<file path="src/rtl/tstate_seq.sv">
// T-state sequencer: steps the 3-bit T-state index for the timing decoder,
// with free-run, single-step, early end-of-instruction and halt/abort.
module tstate_seq #(
  parameter int ICNT_W = 16
) (
  input  logic              clk,
  input  logic              rst,
  input  logic              run,
  input  logic              step,
  input  logic              halt,
  input  logic              eoi,
  input  logic [2:0]        last_t,
  output logic [2:0]        tcounts,
  output logic              running,
  output logic              instr_done,
  output logic [ICNT_W-1:0] icount
);

  typedef enum logic {ST_STOPPED = 1'b0, ST_RUNNING = 1'b1} state_t;

  state_t            r_state;
  state_t            w_state_nxt;
  logic [2:0]        r_tcounts;
  logic              r_running;
  logic              r_instr_done;
  logic [ICNT_W-1:0] r_icount;

  logic              w_adv;
  logic              w_wrap;

  // Run transitions cost one edge with no advance in either direction;
  // step only counts while stopped with run low.
  always_comb begin
    w_state_nxt = r_state;
    w_adv       = 1'b0;
    case (r_state)
      ST_STOPPED: begin
        if (run)       w_state_nxt = ST_RUNNING;
        else if (step) w_adv       = 1'b1;
      end
      ST_RUNNING: begin
        if (run) w_adv       = 1'b1;
        else     w_state_nxt = ST_STOPPED;
      end
      default: w_state_nxt = ST_STOPPED;
    endcase
  end

  // >= keeps tcounts in range even if last_t drops below the current index.
  assign w_wrap = eoi || (r_tcounts >= last_t);

  always_ff @(posedge clk) begin
    if (rst) begin
      r_state      <= ST_STOPPED;
      r_running    <= 1'b0;
      r_tcounts    <= 3'd0;
      r_instr_done <= 1'b0;
      r_icount     <= '0;
    end else if (halt) begin
      // Aborted instruction is not counted.
      r_state      <= ST_STOPPED;
      r_running    <= 1'b0;
      r_tcounts    <= 3'd0;
      r_instr_done <= 1'b0;
    end else begin
      r_state      <= w_state_nxt;
      r_running    <= (w_state_nxt == ST_RUNNING);
      r_instr_done <= w_adv && w_wrap;
      if (w_adv) begin
        if (w_wrap) begin
          r_tcounts <= 3'd0;
          r_icount  <= r_icount + ICNT_W'(1);
        end else begin
          r_tcounts <= r_tcounts + 3'd1;
        end
      end
    end
  end

  assign tcounts    = r_tcounts;
  assign running    = r_running;
  assign instr_done = r_instr_done;
  assign icount     = r_icount;

endmodule
</file>
<file path="config.mk">
export PLATFORM = sky130hd
export DESIGN_NAME = tstate_seq
export DESIGN_NICKNAME = d
export VERILOG_FILES = /design/src/rtl/tstate_seq.sv
export SDC_FILE = /design/constraint.sdc
export NUM_CORES = 1
export LEC_CHECK = 0
export ABC_AREA = 1
export CORE_MARGIN = 4
export CORE_UTILIZATION = 40
export DETAILED_ROUTE_END_ITERATION = 6
export PLACE_DENSITY_LB_ADDON = 0.12
export SLEW_MARGIN = 25
export SYNTH_ARGS = -nofsm -noshare
export SYNTH_HDL_FRONTEND = slang
export SYNTH_SLANG_ARGS = --single-unit
</file>
<file path="constraint.sdc">
create_clock -name clk -period 2.4 [get_ports clk]
set_clock_uncertainty 0.15 [all_clocks]
set_input_delay 0.36 -clock clk [delete_from_list [all_inputs] [get_ports clk]]
set_output_delay 0.36 -clock clk [all_outputs]
set_load 0.03 [all_outputs]
</file>
# [Word level (Yosys, flattened, before mapping)]
# Index checks and enable logic that the tools add are counted.
[totals] out_inout_bits=21 input_bits=9 register_bits=21
[classes] reduce_logical=4 bitwise=2 n_addsub=2 mux=5 order_cmp=1
[ops] operator="16-bit by 1-bit adder with 16-bit output, second input constant" count=1
[ops] operator="3-bit by 1-bit adder with 3-bit output, second input constant" count=1
[ops] operator="3-bit greater-or-equal comparator" count=1
[ops] operator="1-bit two-way mux" count=3
[ops] operator="3-bit two-way mux" count=1
[ops] operator="3-bit AND reduction" count=1
[ops] operator="1-bit NOT" count=2
[ops] operator="1-bit case mux with 2 select lines" count=1
[ops] operator="2-bit OR reduction" count=1
[ops] operator="1-bit logical AND" count=1
[ops] operator="1-bit logical OR" count=1

# [Longest topological paths before layout]
# Gate-level depths: netlist of run 1.
[depth] depth_word=4 ltp_mapped=12 depth_no_buf=12

# [Worst setup path before layout of run 1]
# No wires, ideal clock.
[synth_path] kind="register -> register" start="register r_tcounts[0] (netlist: tcounts[0])" end="register r_icount[13] (netlist: icount[13])" setup_ns=0.128 path_buffers=0 setup_slack_ns=0.593 required_ns=2.122 period_less_slack_ns=1.807 arrival_time_ns=1.529 stages_incl_launch_ff=12 path_cell_list="dfxtp_1 inv_1 ha_1 inv_1 nand2_1 nand2_1 nand2_1 inv_1 nor2_4 nand3_1 nand2_1 nor2_1"
[synth_via] elab_chain_len=3
[synth_lines] item="start: declaration" line="23" rtl="logic [2:0] r_tcounts;"
[synth_lines] item="start signal: assignment" line="74" rtl="r_tcounts <= r_tcounts + 3'd1;"
[synth_lines] item="3-bit greater-or-equal comparator" line="50" rtl="assign w_wrap = eoi || (r_tcounts >= last_t);"
[synth_lines] item="1-bit logical OR" line="50"
[synth_lines] item="3-bit AND reduction (no line)"
[synth_lines] item="end signal: assignment" line="72" rtl="r_icount <= r_icount + ICNT_W'(1);"
[synth_lines] item="end: declaration" line="26" rtl="logic [ICNT_W-1:0] r_icount;"
# No other way between the ends.
# A chain may end at the register's enable or synchronous reset.

# [Final worst setup path of run 1]
[layout_path] start="register r_icount[7] (netlist: icount[7])" end="output icount[7]"
[layout_lines] item="end: declaration" line="16" rtl="output logic [ICNT_W-1:0] icount"
# No word-level cell between the ends.

==> flow_summary_export.csv, run 1 <==
group,metric,value,unit
routing,drtPass1Iterations,4,
setup_path,crit_slowest_cell,"clkdlybuf4s50_1",
die,die_y,64.5,um
synthesis,netlist_area,1270,um2
setup_path,path_buf_inv,1,
setup_path,timing.critical_path.arrival,1.49,ns
routing,wl_per_cell,10.9,um
clock_tree,insertion_delay,0.30,ns
setup_path,cp_max_fo,6,
pwr,ir_drop,197,uV
routing,vias,1214,
timing,fin_crit,2.00,ns
synthesis,synth_area_leader_cell,"dfxtp_1",
synthesis,syn-instance-count,188,
global_route,grt_antenna_before_repair,0,
global_route,grt_pass1_wl,5.18,mm
global_route,grt_pass1_vias,1172,
setup_path,critPathKind,"register to output pin",
setup_path,crit_required,1.89,ns
cells_and_area,layout-drive-gt1-share,11.8,%
timing,clock.fmax,0.500,GHz
timing,tns,0,ns
die,fp.dieW,64.5,um
synthesis,ys_ff_latch,21,
global_route,grt.overflow.total,0,
clock_tree,cts_tree,"done",
place,dp_cells,260,
die,coreArea,3050,um2
synthesis,seq_area_frac_synth,33.0,%
setup_path,critPathLaunchType,"register",
synthesis,netlist_top_cells_area,"dfxtp_1 (33%), nand2_1 (15%), inv_1 (7.1%)",
clock_tree,postCtsSetupBuffers,0,
place,place.gp.congestion,0.854,
clock_tree,h-tree-depth,1,
clock_tree,path_clk_slew,0.12,ns
routing,drt-total-wl,2.87,mm
setup_path,crit_path_cell_trace,"clkdlybuf4s50_1",
timing,period_share,83.3,%
setup_path,cp-end-kind,"output pin",
synthesis,yosys_warnings,0,
die,start_util,41.8,%
cells_and_area,synthToLayoutAreaGrowth,28.6,%
place,io_buffers,29,
cells_and_area,fin_cells,264,
synthesis,synth-main-ff-cell,"dfxtp_1",
timing,finalSetupViolCount,0,
routing,vias_per_cell,4.60,
job,drv_cap,0,
setup_path,path_delay_family,"buffers and inverters",
timing,rsz0062_at_grt,"no",
routing,ant_nets,0,
timing,slew_viol_final,0,
timing,worst_pin_slew,0.312,ns
pwr,power_density,383,nW/um2
synthesis,synth_enable_flop_cells,0,
global_route,grt_usage,15.3,%
global_route,grt_max_degree,12,
synthesis,synthArstFlopShare,0,%
routing,drc_errors,0,
synthesis,synth_nets,202,
synthesis,synthDistinctLibCells,21,
pwr,leakagePower,0.000655,uW
place,hpwl,2.19,mm
routing,drtIter0Drc,38,
clock_tree,cts_sinks,21,
die,placementRows,20,
timing,hold_viol,0,
clock_tree,cts_buffers,3,
synthesis,yosysMostFrequentCell,"nand2_1",
synthesis,syn_area_per_cell,6.78,um2
synthesis,synthTopCellsByCount,"nand2_1 (51), inv_1 (24), nor2_1 (23)",
die,die-area,4150,um2
timing,relSlewSlack,79.2,%
clock_tree,clock_path_buffers,2,
die,ios,30,
synthesis,synth_top_cell_area_share,33.0,%
setup_path,cpPeakStageDelay,0.72,ns
clock_tree,cts_root_buf,"clkbuf_4",
clock_tree,cts_resized,0,
min_path,min_path_type,"register to register",
status,run_status,"finished, final reports clean",
cells_and_area,layout.nets,235,
cells_and_area,antenna_cells,0,
clock_tree,cts.hold.buffers_added,0,
## flip-flops by register name, summed over array words and instances, names as in the netlist
register	flops
running	1
instr_done	1
icount	16
tcounts	3
## metal layers
metal | vias to the layer above | global-route usage (%) | wire (um)
met1 | 534 | 20.9 | 1520
met2 | 25 | 24.1 | 1200
li1 | 653 | - | -
met5 | - | 0 | 0
met3 | 2 | 3.29 | 141
met4 | 0 | 4.49 | 15
## placed cells by master, fill, tap and decap left out, drive strengths merged, types with 4 or more instances in the layout
master / synthesis / final
nand2: 58 / 58
nor2: 32 / 32
clkdlybuf4s50: 0 / 29
inv: 26 / 26
dfxtp: 21 / 21
nand3: 15 / 15
a21oi: 10 / 10
nand4: 5 / 5
ha: 5 / 5
o21ai: 5 / 5
clkbuf: 1 / 4
## area by class of cell
class	instances	area [um2]
clock buffer	4	26.3
fill	327	1410
inverter	26	97.6
multi-input combinational	139	742
sequential	21	420
tap	44	55.1
timing repair buffer	30	298
## power by group
part	internal (uW)	total (uW)	switching (uW)
clock network	64.7	172	107
registers	355	363	8.15
logic	38.0	92.7	54.6
## logic make-up (layout without fill, tap and decap cells)
logic type      count (synthesis)  after routing  share of synthesized area (%)
fa+ha+maj                       5              5                           4.91
flops                          21             21                           33.0
buf+inv                        28             60                           8.83
compound gates                 16             16                           6.48
xor+xnor                        6              6                           4.12
simple gates                  112            112                           42.7
## worst min-delay path, delay by kind of cell, from the launching register on
family             cells  cell delay [ns]
and+or+nand+nor        1             0.07
AOI/OAI and AO/OA      1             0.06
DFF                    1             0.35
## per-stage QoR
| stage | total power, uW | hold WS [ns] | instance area [um2] | utilization [%] | setup slack (ns) |
|---|---|---|---|---|---|
| floorplan | 426 | 0.344 | 1270 | - | 0.593 |
| global placement | 462 | 0.333 | 1610 | 52.8 | 0.194 |
| detailed placement | 464 | 0.356 | 1610 | 52.8 | 0.185 |
| CTS | 636 | 0.373 | 1640 | 53.7 | 0.387 |
| global route | 667 | 0.386 | 1640 | 53.7 | 0.304 |
| finish | 627 | 0.372 | 1640 | 53.7 | 0.401 |
## final timing paths
check | startpoint | to | slack, ns | depth (start not counted)
min reg2reg | tcounts[0]$_SDFFE_PP0N_ | tcounts[0]$_SDFFE_PP0N_ | 0.37 | 2
min | tcounts[0]$_SDFFE_PP0N_ | tcounts[0]$_SDFFE_PP0N_ | 0.37 | 2
max reg2reg | tcounts[0]$_SDFFE_PP0N_ | icount[2]$_SDFFE_PP0P_ | 0.63 | 9
max | icount[7]$_SDFFE_PP0P_ | icount[7] | 0.40 | 1
(Power assumes the default switching activity.)
==> inputs of run 2 (changes only) <==
==> constraint.sdc (replaced) <==
create_clock -name clk -period 1.7 [get_ports clk]
set_clock_uncertainty 0.15 [all_clocks]
set_input_delay 0.255 -clock clk [delete_from_list [all_inputs] [get_ports clk]]
set_output_delay 0.255 -clock clk [all_outputs]
set_load 0.03 [all_outputs]
==> run 2 against run 1 <==
  * Non-clock buffer count up 15
  * Largest power group unchanged
  * Register-to-register slack worse by 0.54 ns
  * Die area stayed put
  * Global-route usage rose by 0.82 points
  * Wire length is 6.0% higher
==> flow_summary_export.csv, run 2 (synthesis results as in run 1) <==
group,metric,value,unit
setup_path,reg2reg_from,"tcounts[0]$_SDFFE_PP0N_",
timing,fin_crit,1.61,ns
timing,hold_viol,0,
timing,rsz0062_at_grt,"no",
die,die-area,4150,um2
global_route,grt_max_degree,12,
timing,slew_viol_final,0,
timing,relSlewSlack,78.9,%
cells_and_area,final_common_cell,"nand2_1",
setup_path,critPathLaunchType,"register",
timing,setup_slack,0.0869,ns
clock_tree,cts_tree,"done",
global_route,grt.overflow.total,0,
pwr,power_frac_seq,55.5,%
global_route,grt_pass1_vias,1228,
global_route,grt_antenna_before_repair,0,
pwr,p_sw_share,28.4,%
place,io_buffers,29,
routing,wl_per_cell,10.9,um
setup_path,timing.critical_path.arrival,1.67,ns
die,die_y,64.5,um
timing,period_share,94.9,%
timing,finalSetupViolCount,0,
clock_tree,clock_path_buffers,2,
cells_and_area,largest_reg_flops,16,
cells_and_area,final.fill_count,311,
routing,drtIter0Drc,42,
clock_tree,cts_buffers,3,
die,start_util,41.8,%
timing,clock.fmax,0.620,GHz
min_path,min_path_type,"register to register",
global_route,grt_pass1_wl,5.40,mm
clock_tree,h-tree-depth,1,
place,pre_cts_slack,-0.427,ns
die,placementRows,20,
clock_tree,cts_sinks,21,
global_route,grt_usage,16.1,%
cells_and_area,layout-drive-gt1-share,25.0,%
status,run_status,"finished, final reports clean",
pwr,power_density,504,nW/um2
cells_and_area,synthToLayoutAreaGrowth,42.8,%
pwr,leakagePower,0.000870,uW
routing,drc_errors,0,
setup_path,crit_path_cell_trace,"inv_1 -> ha_1 -> inv_1 -> nand2_1 -> nand2_2 -> nand2_4 -> inv_6 -> nor2_4 -> nand3_2 -> nand2_1 -> nor2_1",
pwr,ir_drop,280,uV
setup_path,critPathLaunch,"tcounts[0]$_SDFFE_PP0N_",
timing,worst_pin_slew,0.316,ns
setup_path,cp-end-kind,"register",
setup_path,cpPeakStageDelay,0.34,ns
routing,vias,1296,
setup_path,reg2reg_depth,11,
pwr,p_int,657,uW
setup_path,crit_required,1.76,ns
clock_tree,cts_root_buf,"clkbuf_4",
place,hpwl,2.30,mm
clock_tree,insertion_delay,0.30,ns
setup_path,crit_slowest_cell,"dfxtp_2",
cells_and_area,fin_cells,280,
pwr,p_clk_share,26.9,%
pwr,p_sw,261,uW
die,coreArea,3050,um2
cells_and_area,antenna_cells,0,
routing,drt-total-wl,3.05,mm
setup_path,cp_max_fo,5,
setup_path,crit_end,"icount[13]$_SDFFE_PP0P_",
die,ios,30,
routing,drtPass1Iterations,4,
clock_tree,postCtsSetupBuffers,0,
place,place.gp.congestion,0.833,
cells_and_area,layout.nets,251,
job,drv_cap,0,
routing,vias_per_cell,4.63,
cells_and_area,most-common-layout-cells,"nand2_1 (48), nor2_1 (23), dlygate4sd2_1 (20)",
pwr,pwr-share-comb,17.6,%
clock_tree,path_clk_slew,0.12,ns
die,fp.dieW,64.5,um
clock_tree,cts.hold.buffers_added,0,
routing,ant_nets,0,
setup_path,rrSetupSlack,0.09,ns
setup_path,r2r_end,"icount[13]$_SDFFE_PP0P_",
setup_path,critPathKind,"register to register",
place,dp_cells,275,
min_path,worstHoldPathCells,3,
run 2: cell types whose count changed in the layout (fill, tap and decap cells not counted), sizes merged:
cell / change
clkdlybuf4s50: -23
dlygate4sd2: +20
buf: +15
dlymetal6s2s: +3
nor2: +1
run 2: repair_timing:
item	4_1_cts	5_1_grt
cloned	1	0
resized for setup	26	22
endpoints found under the setup margin	31	19
pin swaps	2	10
run 2: worst min path at each step:
stage | from | to | slack [ns]
6_report | tcounts[0]$_SDFFE_PP0N_ | tcounts[0]$_SDFFE_PP0N_ | 0.37
5_1_grt | tcounts[2]$_SDFFE_PP0N_ | tcounts[2]$_SDFFE_PP0N_ | 0.41
4_1_cts | tcounts[2]$_SDFFE_PP0N_ | tcounts[2]$_SDFFE_PP0N_ | 0.36
3_5_place_dp | tcounts[2]$_SDFFE_PP0N_ | tcounts[2]$_SDFFE_PP0N_ | 0.35
3_3_place_gp | tcounts[2]$_SDFFE_PP0N_ | tcounts[2]$_SDFFE_PP0N_ | 0.33
2_1_floorplan | run | running$_SDFF_PP0_ | 0.24
run 2: final cells by class:
type	count	area [um2]	area share, %
multi-input combinational	140	816	44.8
sequential	21	425	23.4
timing repair buffer	45	393	21.6
inverter	26	105	5.77
tap	44	55.1	3.02
clock buffer	4	26.3	1.44
run 2: stage by stage:
step / util [%] / power, uW / hold WS, ns / cell area (um2) / TNS [ns]
floorplan: - / 601 / 0.239 / 1280 / 0
global route: 59.6 / 977 / 0.408 / 1820 / 0
CTS: 57.6 / 918 / 0.364 / 1760 / -0.0165
finish: 59.6 / 918 / 0.374 / 1820 / 0
global placement: 56.6 / 665 / 0.334 / 1730 / -5.48
detailed placement: 56.6 / 668 / 0.345 / 1730 / -6.47
run 2: power groups by stage:
stage	sequential, uW	clock (uW)	combinational [uW]
3_3_place_gp	520	0	146
2_1_floorplan	540	0	61.4
6_report	510	247	161
3_5_place_dp	520	0	148
5_1_grt	512	285	180
4_1_cts	509	257	152
run 2: layer usage:
| metal | share of wire [%] | routed length, um | global-route usage, % |
|---|---|---|---|
| met4 | 0.49 | 15 | 3.96 |
| met5 | 0 | 0 | 0 |
| met2 | 47 | 1420 | 26.0 |
| met1 | 49 | 1490 | 22.3 |
| met3 | 4.0 | 122 | 2.77 |
run 2: critical path, delay by kind of cell, from the launching register on:
family	cells	cell delay (ns)
DFF	1	0.34
and+or+nand+nor	7	0.63
buffers and inverters	3	0.14
adders and majority gates	1	0.26
==> inputs of run 3 (changes only) <==
--- a/config.mk
+++ b/config.mk
@@ -5,7 +5,6 @@
 export SDC_FILE = /design/constraint.sdc
 export NUM_CORES = 1
 export LEC_CHECK = 0
-export ABC_AREA = 1
 export CORE_MARGIN = 4
 export CORE_UTILIZATION = 40
 export DETAILED_ROUTE_END_ITERATION = 6
==> constraint.sdc (replaced) <==
create_clock -name clk -period 1.5 [get_ports clk]
set_clock_uncertainty 0.15 [all_clocks]
set_input_delay 0.225 -clock clk [delete_from_list [all_inputs] [get_ports clk]]
set_output_delay 0.225 -clock clk [all_outputs]
set_load 0.03 [all_outputs]
==> run 3 against run 2 <==
  * Synthesized cell count down 30%
  * Power up 13%
  * Area after synthesis up 0.79%
  * Register-to-register slack worse by 0.51 ns
  * Critical endpoint is now icount[1]$_SDFFE_PP0P_
  * Global-route usage down 1.3 points
  * Critical path type unchanged
  * Utilization up 3.8 points
  * Worst setup slack worse by 0.51 ns
  * Largest power group unchanged
  * Via count down 13%
  * The flow now finishes with violations (negative setup slack)
  * Design area up 6.4%
  * Clock-buffer cell count unchanged
==> flow_summary_export.csv, run 3 <==
group,metric,value,unit
clock_tree,h-tree-depth,1,
synthesis,synth_nets,146,
synthesis,synth_top_cell_area_share,32.7,%
synthesis,synth_enable_flop_cells,0,
cells_and_area,layout-drive-gt1-share,51.9,%
cells_and_area,fin_cells,229,
clock_tree,cts_sinks,21,
die,placementRows,20,
timing,worst_pin_slew,0.394,ns
place,hpwl,2.16,mm
timing,relSlewSlack,73.8,%
synthesis,synthDistinctLibCells,37,
setup_path,crit_path_cell_trace,"inv_4 -> ha_4 -> nand2b_4 -> a31oi_4 -> buf_12 -> or4b_4 -> a21oi_2",
clock_tree,cts.hold.buffers_added,0,
setup_path,rrSetupSlack,-0.42,ns
place,dp_cells,224,
timing,setup_slack,-0.420,ns
timing,holdWs,0.431,ns
synthesis,seq_area_frac_synth,32.7,%
status,run_status,"complete, but fails checks",
die,coreArea,3050,um2
synthesis,syn-instance-count,132,
pwr,p_int,751,uW
setup_path,cp_max_fo,20,
status,failed_checks,"negative setup slack",
min_path,worstHoldPathCells,2,
timing,fin_crit,1.92,ns
setup_path,critPathKind,"register to register",
clock_tree,path_clk_slew,0.12,ns
timing,period_share,128,%
pwr,p_sw_share,27.5,%
cells_and_area,final_common_cell,"buf_4",
job,drv_cap,0,
timing,slew_viol_final,0,
synthesis,synthTopCellsByCount,"dfxtp_1 (21), nor2_1 (16), nor2b_1 (13)",
synthesis,ys_ff_latch,21,
setup_path,timing.critical_path.arrival,2.02,ns
setup_path,worst-path-stages,7,
pwr,power_frac_seq,54.4,%
clock_tree,cts_tree,"done",
die,start_util,42.1,%
setup_path,path_delay_family,"simple AND/OR/NAND/NOR gates",
setup_path,reg2reg_depth,7,
clock_tree,cts_buffers,3,
routing,ant_nets,0,
global_route,grt_pass1_vias,1116,
global_route,grt_usage,14.8,%
setup_path,r2r_end,"icount[1]$_SDFFE_PP0P_",
synthesis,synth-main-ff-cell,"dfxtp_1",
timing,clock.fmax,0.521,GHz
place,place.gp.congestion,0.811,
setup_path,cpPeakStageDelay,0.54,ns
pwr,p_clk_share,27.6,%
pwr,pwr-share-comb,18.0,%
routing,drt-total-wl,2.91,mm
clock_tree,insertion_delay,0.31,ns
die,ios,30,
global_route,grt.overflow.total,0,
routing,drtIter0Drc,19,
cells_and_area,most-common-layout-cells,"buf_4 (28), nor2_1 (16), nor2b_1 (13)",
synthesis,netlist_area,1280,um2
synthesis,synthArstFlopShare,0,%
pwr,leakagePower,0.000761,uW
cells_and_area,fin_util,63.4,%
die,die-area,4180,um2
die,fp.dieW,64.7,um
pwr,power_density,535,nW/um2
cells_and_area,antenna_cells,0,
routing,drc_errors,0,
min_path,min_path_type,"register to register",
die,die_y,64.7,um
clock_tree,clock_path_buffers,2,
global_route,grt_max_degree,22,
timing,hold_viol,0,
setup_path,cp-end-kind,"register",
routing,drtPass1Iterations,4,
synthesis,synth_area_leader_cell,"dfxtp_1",
setup_path,crit_required,1.60,ns
pwr,p_sw,285,uW
cells_and_area,largest_reg_flops,16,
global_route,grt_antenna_before_repair,0,
clock_tree,cts_root_buf,"clkbuf_4",
min_path,holdPathEnd,"icount[15]$_SDFFE_PP0P_",
setup_path,crit_slowest_cell,"or4b_4",
cells_and_area,layout.nets,200,
synthesis,syn_area_per_cell,9.73,um2
timing,rsz0062_at_grt,"yes",
synthesis,netlist_top_cells_area,"dfxtp_1 (33%), mux2_1 (7.0%), nor2b_1 (6.3%)",
setup_path,path_buf_inv,2,
routing,vias_per_cell,4.95,
pwr,ir_drop,395,uV
cells_and_area,synthToLayoutAreaGrowth,50.7,%
synthesis,yosys_warnings,0,
setup_path,critPathLaunchType,"register",
synthesis,yosysMostFrequentCell,"dfxtp_1",
global_route,grt_pass1_wl,4.95,mm
min_path,hold_start,"icount[15]$_SDFFE_PP0P_",
routing,wl_per_cell,12.7,um
place,io_buffers,29,
timing,finalSetupViolCount,20,
routing,vias,1134,
setup_path,reg2reg_from,"tcounts[0]$_SDFFE_PP0N_",
==> run 3: metrics by stage <==
stage / TNS [ns] / setup slack [ns] / power (uW) / instance area [um2]
final: -6.88 / -0.420 / 1040 / 1940
after global routing: -8.52 / -0.495 / 1090 / 1940
after CTS: -7.46 / -0.451 / 1050 / 1940
after detailed placement: -14.96 / -0.828 / 757 / 1880
after global placement: -14.49 / -0.776 / 753 / 1880
after floorplan: -6.05 / -0.424 / 691 / 1390
==> run 3: layout make-up <==
| class | count | area, um2 |
|---|---|---|
| Clock buffer | 4 | 26.3 |
| Multi-Input combinational cell | 100 | 892 |
| Timing Repair Buffer | 57 | 510 |
| Tap cell | 44 | 55.1 |
| Sequential cell | 21 | 439 |
| Fill cell | 267 | 1120 |
| Inverter | 3 | 13.8 |
==> run 3: routing by layer <==
layer,GRT usage [%],share of wire [%],vias up
met5,0,0,-
li1,-,-,583
met1,18.8,47,526
met3,2.25,3.7,4
met2,25.1,48,21
met4,5.54,1.5,0
==> run 3: cell families (layout without fill, tap and decap cells) <==
family	Yosys count	after routing	share of synthesized area [%]
AOI/OAI and AO/OA	14	14	9.35
xor gates and xnor gates	2	2	1.36
adders and majority gates	5	5	4.87
buffers and inverters	11	64	6.43
DFF	21	21	32.7
muxes	13	13	11.4
and+or+nand+nor	66	66	33.9
==> run 3: worst max path at each step <==
stage                                 start                 endpoint  slack, ns
finish              tcounts[0]$_SDFFE_PP0N_   icount[1]$_SDFFE_PP0P_      -0.42
global route        tcounts[2]$_SDFFE_PP0N_  icount[11]$_SDFFE_PP0P_      -0.50
detailed placement                last_t[2]   icount[2]$_SDFFE_PP0P_      -0.83
global placement                  last_t[2]  icount[12]$_SDFFE_PP0P_      -0.78
CTS                 tcounts[0]$_SDFFE_PP0N_   icount[1]$_SDFFE_PP0P_      -0.45
floorplan           tcounts[0]$_SDFFE_PP0N_   icount[2]$_SDFFE_PP0P_      -0.42
==> run 3: repair_timing <==
item | in CTS | in global routing
gates resized for setup | 54 | 14
endpoints found under the setup margin | 38 | 27
pin swaps | 0 | 1
buffers inserted | 0 | 1
==> run 3: power groups by stage <==
stage	logic, uW	registers [uW]	clock network (uW)
after detailed placement	181	576	0
after CTS	185	563	298
after global placement	177	576	0
final	186	563	286
after global routing	202	564	321
after floorplan	105	586	0
==> run 3: worst reg2reg max path: cells and delay by family, from the launching register on <==
kind,cells,cell delay [ns]
AOI/OAI and AO/OA,2,0.23
adders and majority gates,1,0.24
buffers and inverters,2,0.21
DFF,1,0.38
and+or+nand+nor,2,0.66
